[src/rtl/fp_subtractor_pipe.sv]
// fp_subtractor_pipe: 4-stage IEEE-754 single-precision subtractor, out = a - b.
// Ports: clk, rst_n (async, active-low), in_valid/in_ready + a, b (operands in),
//        out_valid/out_ready + result, flags {invalid, overflow, underflow} (out).
// Build option: define FP_SUB_RNE_EN for round-to-nearest-even, else truncate.
// Parameter FTZ: denormal inputs/outputs flushed to signed zero (1 only).
module fp_subtractor_pipe #(
    parameter int FTZ = 1
) (
    input  logic        clk,
    input  logic        rst_n,
    input  logic        in_valid,
    output logic        in_ready,
    input  logic [31:0] a,
    input  logic [31:0] b,
    output logic        out_valid,
    input  logic        out_ready,
    output logic [31:0] result,
    output logic [2:0]  flags
);

`ifdef FP_SUB_RNE_EN
    localparam logic RNE = 1'b1;
`else
    localparam logic RNE = 1'b0;
`endif

    localparam logic [31:0] QNAN = 32'h7FC0_0000;

    typedef struct packed {
        logic        spec;
        logic [31:0] spec_res;
        logic [2:0]  spec_flg;
        logic        sign;
        logic        sub;
        logic [7:0]  ex;
        logic [7:0]  ey;
        logic [23:0] mx;
        logic [23:0] my;
    } s1_t;

    typedef struct packed {
        logic        spec;
        logic [31:0] spec_res;
        logic [2:0]  spec_flg;
        logic        sign;
        logic        sub;
        logic [7:0]  ex;
        logic [26:0] mx;
        logic [26:0] my;
    } s2_t;

    typedef struct packed {
        logic        spec;
        logic [31:0] spec_res;
        logic [2:0]  spec_flg;
        logic        sign;
        logic [7:0]  ex;
        logic [27:0] sum;
        logic [4:0]  lzc;
    } s3_t;

    logic        s1_valid_q, s1_valid_d;
    logic        s2_valid_q, s2_valid_d;
    logic        s3_valid_q, s3_valid_d;
    logic        out_valid_q, out_valid_d;
    s1_t         s1_q, s1_d;
    s2_t         s2_q, s2_d;
    s3_t         s3_q, s3_d;
    logic [31:0] result_q, result_d;
    logic [2:0]  flags_q, flags_d;

    logic stall;

    assign stall     = out_valid_q && !out_ready;
    assign in_ready  = !stall;
    assign out_valid = out_valid_q;
    assign result    = result_q;
    assign flags     = flags_q;

    // ---------------- S1: unpack, specials, swap ----------------
    logic        sa, sb;
    logic [7:0]  ea, eb, ea_e, eb_e;
    logic [22:0] fa, fb;
    logic [23:0] ma, mb;
    logic        a_zero, b_zero, a_inf, b_inf, a_nan, b_nan;
    logic        b_gt;
    logic        spec;
    logic [31:0] spec_res;
    logic [2:0]  spec_flg;

    assign sa = a[31];
    assign sb = ~b[31];
    assign ea = a[30:23];
    assign eb = b[30:23];
    assign fa = a[22:0];
    assign fb = b[22:0];

    assign a_zero = (ea == 8'd0) && ((FTZ != 0) || (fa == 23'd0));
    assign b_zero = (eb == 8'd0) && ((FTZ != 0) || (fb == 23'd0));
    assign a_inf  = (ea == 8'hFF) && (fa == 23'd0);
    assign b_inf  = (eb == 8'hFF) && (fb == 23'd0);
    assign a_nan  = (ea == 8'hFF) && (fa != 23'd0);
    assign b_nan  = (eb == 8'hFF) && (fb != 23'd0);

    assign ea_e = a_zero ? 8'd0 : ea;
    assign eb_e = b_zero ? 8'd0 : eb;
    assign ma   = a_zero ? 24'd0 : {ea != 8'd0, fa};
    assign mb   = b_zero ? 24'd0 : {eb != 8'd0, fb};
    assign b_gt = {eb_e, mb} > {ea_e, ma};

    always_comb begin
        spec     = 1'b1;
        spec_res = 32'd0;
        spec_flg = 3'b000;
        if (a_nan || b_nan) begin
            spec_res = QNAN;
            spec_flg = 3'b100;
        end else if (a_inf && b_inf) begin
            // b already negated: differing signs mean Inf - Inf
            if (sa != sb) begin
                spec_res = QNAN;
                spec_flg = 3'b100;
            end else begin
                spec_res = {sa, 8'hFF, 23'd0};
            end
        end else if (a_inf) begin
            spec_res = {sa, 8'hFF, 23'd0};
        end else if (b_inf) begin
            spec_res = {sb, 8'hFF, 23'd0};
        end else if (a_zero && b_zero) begin
            // only (-0) - (+0) keeps a negative sign
            spec_res = {sa & sb, 31'd0};
        end else begin
            spec = 1'b0;
        end
    end

    always_comb begin
        s1_valid_d = s1_valid_q;
        s1_d       = s1_q;
        if (!stall) begin
            s1_valid_d = in_valid;
            if (in_valid) begin
                s1_d.spec     = spec;
                s1_d.spec_res = spec_res;
                s1_d.spec_flg = spec_flg;
                s1_d.sub      = sa ^ sb;
                s1_d.sign     = b_gt ? sb : sa;
                s1_d.ex       = b_gt ? eb_e : ea_e;
                s1_d.ey       = b_gt ? ea_e : eb_e;
                s1_d.mx       = b_gt ? mb : ma;
                s1_d.my       = b_gt ? ma : mb;
            end
        end
    end

    // ---------------- S2: align ----------------
    logic [7:0]  d;
    logic [4:0]  sh;
    logic [53:0] wide;
    logic [26:0] my_al;

    assign d     = s1_q.ex - s1_q.ey;
    assign sh    = (d > 8'd27) ? 5'd27 : d[4:0];
    // low half of the wide vector catches every bit shifted out
    assign wide  = {s1_q.my, 3'b000, 27'd0} >> sh;
    assign my_al = {wide[53:28], wide[27] | (|wide[26:0])};

    always_comb begin
        s2_valid_d = s2_valid_q;
        s2_d       = s2_q;
        if (!stall) begin
            s2_valid_d = s1_valid_q;
            if (s1_valid_q) begin
                s2_d.spec     = s1_q.spec;
                s2_d.spec_res = s1_q.spec_res;
                s2_d.spec_flg = s1_q.spec_flg;
                s2_d.sign     = s1_q.sign;
                s2_d.sub      = s1_q.sub;
                s2_d.ex       = s1_q.ex;
                s2_d.mx       = {s1_q.mx, 3'b000};
                s2_d.my       = my_al;
            end
        end
    end

    // ---------------- S3: add / subtract, LZC ----------------
    logic [27:0] sum;
    logic [4:0]  lzc;

    // X magnitude >= Y, so the difference never goes negative
    assign sum = s2_q.sub ? ({1'b0, s2_q.mx} - {1'b0, s2_q.my})
                          : ({1'b0, s2_q.mx} + {1'b0, s2_q.my});

    always_comb begin
        lzc = 5'd28;
        for (int i = 0; i < 28; i++) begin
            if (sum[i]) lzc = 5'(27 - i);
        end
    end

    always_comb begin
        s3_valid_d = s3_valid_q;
        s3_d       = s3_q;
        if (!stall) begin
            s3_valid_d = s2_valid_q;
            if (s2_valid_q) begin
                s3_d.spec     = s2_q.spec;
                s3_d.spec_res = s2_q.spec_res;
                s3_d.spec_flg = s2_q.spec_flg;
                s3_d.sign     = s2_q.sign;
                s3_d.ex       = s2_q.ex;
                s3_d.sum      = sum;
                s3_d.lzc      = lzc;
            end
        end
    end

    // ---------------- S4: normalize, round, pack ----------------
    logic [27:0]       norm;
    logic [22:0]       mant;
    logic              g, r, st, inc;
    logic [23:0]       mant_r;
    logic signed [9:0] exp_n, exp_r;
    logic [31:0]       pack_res;
    logic [2:0]        pack_flg;

    // Leading one lands on bit 27. A carry-out (lzc=0) is the
    // right-shift-by-one case; lzc>0 is the left-shift case.
    assign norm  = s3_q.sum << s3_q.lzc;
    assign mant  = norm[26:4];
    assign g     = norm[3];
    assign r     = norm[2];
    assign st    = |norm[1:0];
    assign inc   = RNE & g & (r | st | mant[0]);
    assign mant_r = {1'b0, mant} + {23'd0, inc};
    assign exp_n = $signed({2'b00, s3_q.ex}) + 10'sd1
                 - $signed({5'b00000, s3_q.lzc});
    // rounding carry from all-ones mantissa bumps the exponent
    assign exp_r = exp_n + $signed({9'd0, mant_r[23]});

    always_comb begin
        pack_res = {s3_q.sign, exp_r[7:0], mant_r[22:0]};
        pack_flg = 3'b000;
        if (!norm[27]) begin
            pack_res = 32'd0;
        end else if (exp_r >= 10'sd255) begin
            pack_res = {s3_q.sign, 8'hFF, 23'd0};
            pack_flg = 3'b010;
        end else if (exp_r <= 10'sd0) begin
            pack_res = {s3_q.sign, 31'd0};
            pack_flg = 3'b001;
        end
    end

    always_comb begin
        out_valid_d = out_valid_q;
        result_d    = result_q;
        flags_d     = flags_q;
        if (!stall) begin
            out_valid_d = s3_valid_q;
            if (s3_valid_q) begin
                result_d = s3_q.spec ? s3_q.spec_res : pack_res;
                flags_d  = s3_q.spec ? s3_q.spec_flg : pack_flg;
            end
        end
    end

    // ---------------- registers ----------------
    always_ff @(posedge clk or negedge rst_n) begin
        if (!rst_n) begin
            s1_valid_q  <= 1'b0;
            s2_valid_q  <= 1'b0;
            s3_valid_q  <= 1'b0;
            out_valid_q <= 1'b0;
            s1_q        <= '0;
            s2_q        <= '0;
            s3_q        <= '0;
            result_q    <= 32'd0;
            flags_q     <= 3'b000;
        end else begin
            s1_valid_q  <= s1_valid_d;
            s2_valid_q  <= s2_valid_d;
            s3_valid_q  <= s3_valid_d;
            out_valid_q <= out_valid_d;
            s1_q        <= s1_d;
            s2_q        <= s2_d;
            s3_q        <= s3_d;
            result_q    <= result_d;
            flags_q     <= flags_d;
        end
    end

endmodule

[config.mk]
export PLATFORM = sky130hd
export DESIGN_NAME = fp_subtractor_pipe
export DESIGN_NICKNAME = d
export VERILOG_FILES = /design/src/rtl/fp_subtractor_pipe.sv
export SDC_FILE = /design/constraint.sdc
export NUM_CORES = 1
export LEC_CHECK = 0
export ABC_AREA = 1
export BUFFER_PORTS_ARGS = -buffer_cell sky130_fd_sc_hd__clkbuf_2
export CORE_UTILIZATION = 50
export CTS_BUF_LIST = sky130_fd_sc_hd__clkbuf_2
export CTS_CLUSTER_SIZE = 25
export DETAILED_ROUTE_END_ITERATION = 10
export GPL_ROUTABILITY_DRIVEN = 0
export HOLD_SLACK_MARGIN = 0.03
export PLACE_DENSITY = 0.76
export SLEW_MARGIN = 20
export SYNTH_ARGS = -nofsm -noshare
export SYNTH_HDL_FRONTEND = slang
export SYNTH_SLANG_ARGS = --single-unit
[constraint.sdc]
create_clock -name clk -period 3.42 [get_ports clk]
set_input_delay 0.171 -clock clk [delete_from_list [all_inputs] [get_ports clk]]
set_output_delay 0.171 -clock clk [all_outputs]
set_load 0.02 [all_outputs]
==> key figures <==
Drt
  – Post-route ant nets: 0
  – 1st-pass router iterations: 6
  – Vias post-DR: 16,962
  – Routed WL per cell: 15.8 um
  – 1st-iter DRT viols: 1,836
  – Total Routed Length: 47.0 mm
  – Vias per inst: 5.71
  – DRC viols: 0

Logic synthesis
  – Yosys top cell area share: 34.2%
  – Syn Inst Count: 2,316
  – Synth Area per Inst: 6.95 sq um
  – Synth top cells by count: 622 x nand2_1, 301 x o21ai_0, 254 x inv_1
  – Warnings, synthesis: 0
  – Async SR Flop Fraction: 100%
  – Post-synthesis net count: 2,493
  – Register bit total from synthesis: 220
  – Top cells by area, synth: dfrtp_1 34%, nand2_1 15%, o21ai_0 9.4%, ha_1 8.2%, inv_1 5.9%
  – Syn Std Cell Area: 16,100 sq um
  – Post-synthesis sequential area ratio: 34.2%
  – Most common cell in the netlist: nand2_1
  – Ys flop type: dfrtp_1
  – Post-synth top area cell: dfrtp_1
  – Post-synth EDFFs: 0
  – Post-synth cell types: 57

Floorplan
  – # rows: 65
  – Starting density of the core: 50.9%
  – Die height: 181 um
  – Die X: 181 um
  – Die area: 32,900 sq um
  – Core box area: 31,600 sq um
  – I/O pin cnt: 105

Min path
  – Hold Path Class: in -> reg
  – Hold Path Depth: 4

STA
  – Fmax: 282 MHz
  – Relative slew slack: 49.3%
  – Final WS setup: -0.123 ns
  – Worst-Margin Slew: 0.753 ns
  – Final slew viol count: 0
  – WHS: 0.157 ns
  – Final hold violations: 0
  – RSZ-0062 raised after global routing: yes
  – Endpoints failing setup: 9
  – Final period utilization: 104%
  – Clk_skew: 0.101 ns
  – Tmin final: 3.54 ns

Finish
  – Layout cell share with drive strength beyond 1: 13.9%
  – Area grow syn2layout: 19.2%
  – Multi-input gate area: 9420 sq um
  – Number of fill cells: 2,729
  – Register area: 5510 sq um
  – Post-layout util: 60.7%
  – # nets final: 2,714

Outcome
  – Outcome: finished, violations left
  – Violated checks: negative setup slack

Pwr
  – Total Power: 19.2 mW
  – Pwr dens: 1000 nW/um^2
  – VDD IR-drop max: 0.000383 V
  – P_leak: 9.79 nW

Setup path
  – Crit path kind: in -> reg
  – Setup crit end kind: flip-flop
  – Worst r2r path cells: 24
  – CP max-delay cell: dlygate4sd3_1
  – Critical path fanouts, max: 22
  – CP top delay family: buffers and inverters
  – Max incr delay on CP: 0.59 ns
  – Critical path arrival: 4.34 ns
  – Worst path bufs/invs: 10
  – Req. time, crit path: 4.22 ns
  – Levels on crit path: 25
  – Startpoint types: primary input

CTS
  – H-Tree Level Count: 2
  – Clock Tree Root: clkbuf_2
  – Clock buffer count from CTS: 57
  – Clk sinks: 220
  – Worst-skew pair later-pin latency: 0.91 ns
  – TritonCTS clock tree: yes
  – Worst-path clk slew: 0.11 ns
  – Clock Path Buffers: 3

GRT
  – Gr usage total: 27.3%
  – Vias in the first global route: 15,520
  – Largest net degree at the start of global routing: 95
  – Global route overflow: 0
  – Initial antenna violation count: 1
  – First-pass GRT wire length: 74.5 mm

Flow run
  – Max-Cap Viols: 0

Place
  – Post-DP HPWL: 32.2 mm
  – Port buffer count: 104
## power breakdown
part / internal, mW / switching, mW
sequential: 3.56 / 0.631
combinational: 4.57 / 8.72
clock: 0.656 / 1.07
## registers in the layout (all words and copies together) (netlist names)
name and cells:
flags 3, result 32, s3_q 46, s2_valid_q 1, out_valid 1, s1_q 70, s1_valid_q 1, s3_valid_q 1
s2_q 65
## layout make-up
type                            instances  share of cell area [%]
Timing Repair Buffer                  276                    11.9
Sequential cell                       220                    28.7
Inverter                              263                    5.20
Multi-Input combinational cell       1719                    49.1
Tap cell                              402                    2.62
Clock inverter                          9                   0.313
Antenna cell                            1                  0.0130
Clock buffer                           82                    2.14
## path summary, 6_finish.rpt
kind / start / endpoint / slack [ns]
min reg2reg: s3_valid_q / out_valid / 0.47
max: a[25] / s1_q[59] / -0.12
min in group asynchronous: rst_n / result[29] / 0.49
max reg2reg: s1_q[58] / s2_q[0] / -0.01
max in group asynchronous: rst_n / s2_q[11] / 2.54
min: b[23] / s1_q[56] / 0.16
## metrics by stage
step / area [sq um] / cells / setup WS, ns / TNS (ns)
4_1_cts: 18600 / 2947 / 0.00113 / 0
3_3_place_gp: 17000 / 2741 / 0.0990 / 0
6_report: 19200 / 2972 / -0.123 / -0.312
2_1_floorplan: 16100 / 2316 / 0.0274 / 0
5_1_grt: 19200 / 2972 / -0.234 / -2.56
3_5_place_dp: 17000 / 2741 / -0.0332 / -0.0332
## worst reg2reg max path, stage by stage (launching register included)
cell and delay [ns]:
dfrtp_1 0.44, ha_1 0.37, a21oi_1 0.19, nand2_1 0.14, nand2_2 0.10, nor2_1 0.05
nand3_1 0.06, nand3_1 0.09, nand2_1 0.07, nand2_1 0.08, nor2_4 0.27, nand2_4 0.15
nor2_4 0.28, nand2_1 0.10, and2_4 0.16, nand2_2 0.09, nand3_2 0.09, nand3_1 0.09
nand2_2 0.07, nor2_2 0.08, nand2_1 0.07, nor2_2 0.10, nand2_1 0.05, nand2_1 0.07
a21oi_2 0.06
## per-layer routing
metal  vias to the layer above  wire, um  GRT usage [%]
met2                       831     21700           44.7
li1                       8160         -              -
met3                       172      3240           3.31
met1                      7799     19900           36.2
met5                         -         0              0
met4                         0      2160           12.2
## cells in the final DEF (no fill, tap or decap), types with 11 or more instances in the layout
cell	n
a21oi_1	159
buf_4	44
clkbuf_2	185
dfrtp_1	220
dlygate4sd3_1	113
ha_1	100
inv_1	247
mux2i_1	20
nand2_1	609
nand2_2	18
nand3_1	141
nand3_2	14
nand4_1	29
nor2_1	114
nor2_2	11
nor3_1	18
o21ai_0	299
o21ai_1	24
o221ai_1	11
o22ai_1	15
xor2_1	16
## what timing repair did
| action | 4_1_cts | 5_1_grt |
|---|---|---|
| buffers inserted | 0 | 18 |
| cloned | 1 | 6 |
| pin swaps | 1 | 32 |
| resized for setup | 2 | 83 |
| endpoints found under the setup margin | 4 | 80 |
| hold endpoints to repair | 326 | 0 |
| hold buffers | 114 | 0 |
## cell families (layout without fill, tap and decap cells)
| family | Yosys count | in the layout | share of synthesized area (%) |
|---|---|---|---|
| buffers and inverters | 381 | 630 | 9.51 |
| other | 0 | 1 | 0 |
| XOR/XNOR | 22 | 22 | 1.20 |
| multiplexers | 20 | 20 | 1.24 |
| AND/OR/NAND/NOR | 989 | 993 | 25.9 |
| AO/OA/AOI/OAI | 575 | 575 | 19.3 |
| flip-flops | 220 | 220 | 34.2 |
| adder cells (fa/ha/maj) | 109 | 109 | 8.61 |
Note: power is estimated with default switching activity, not from simulation.
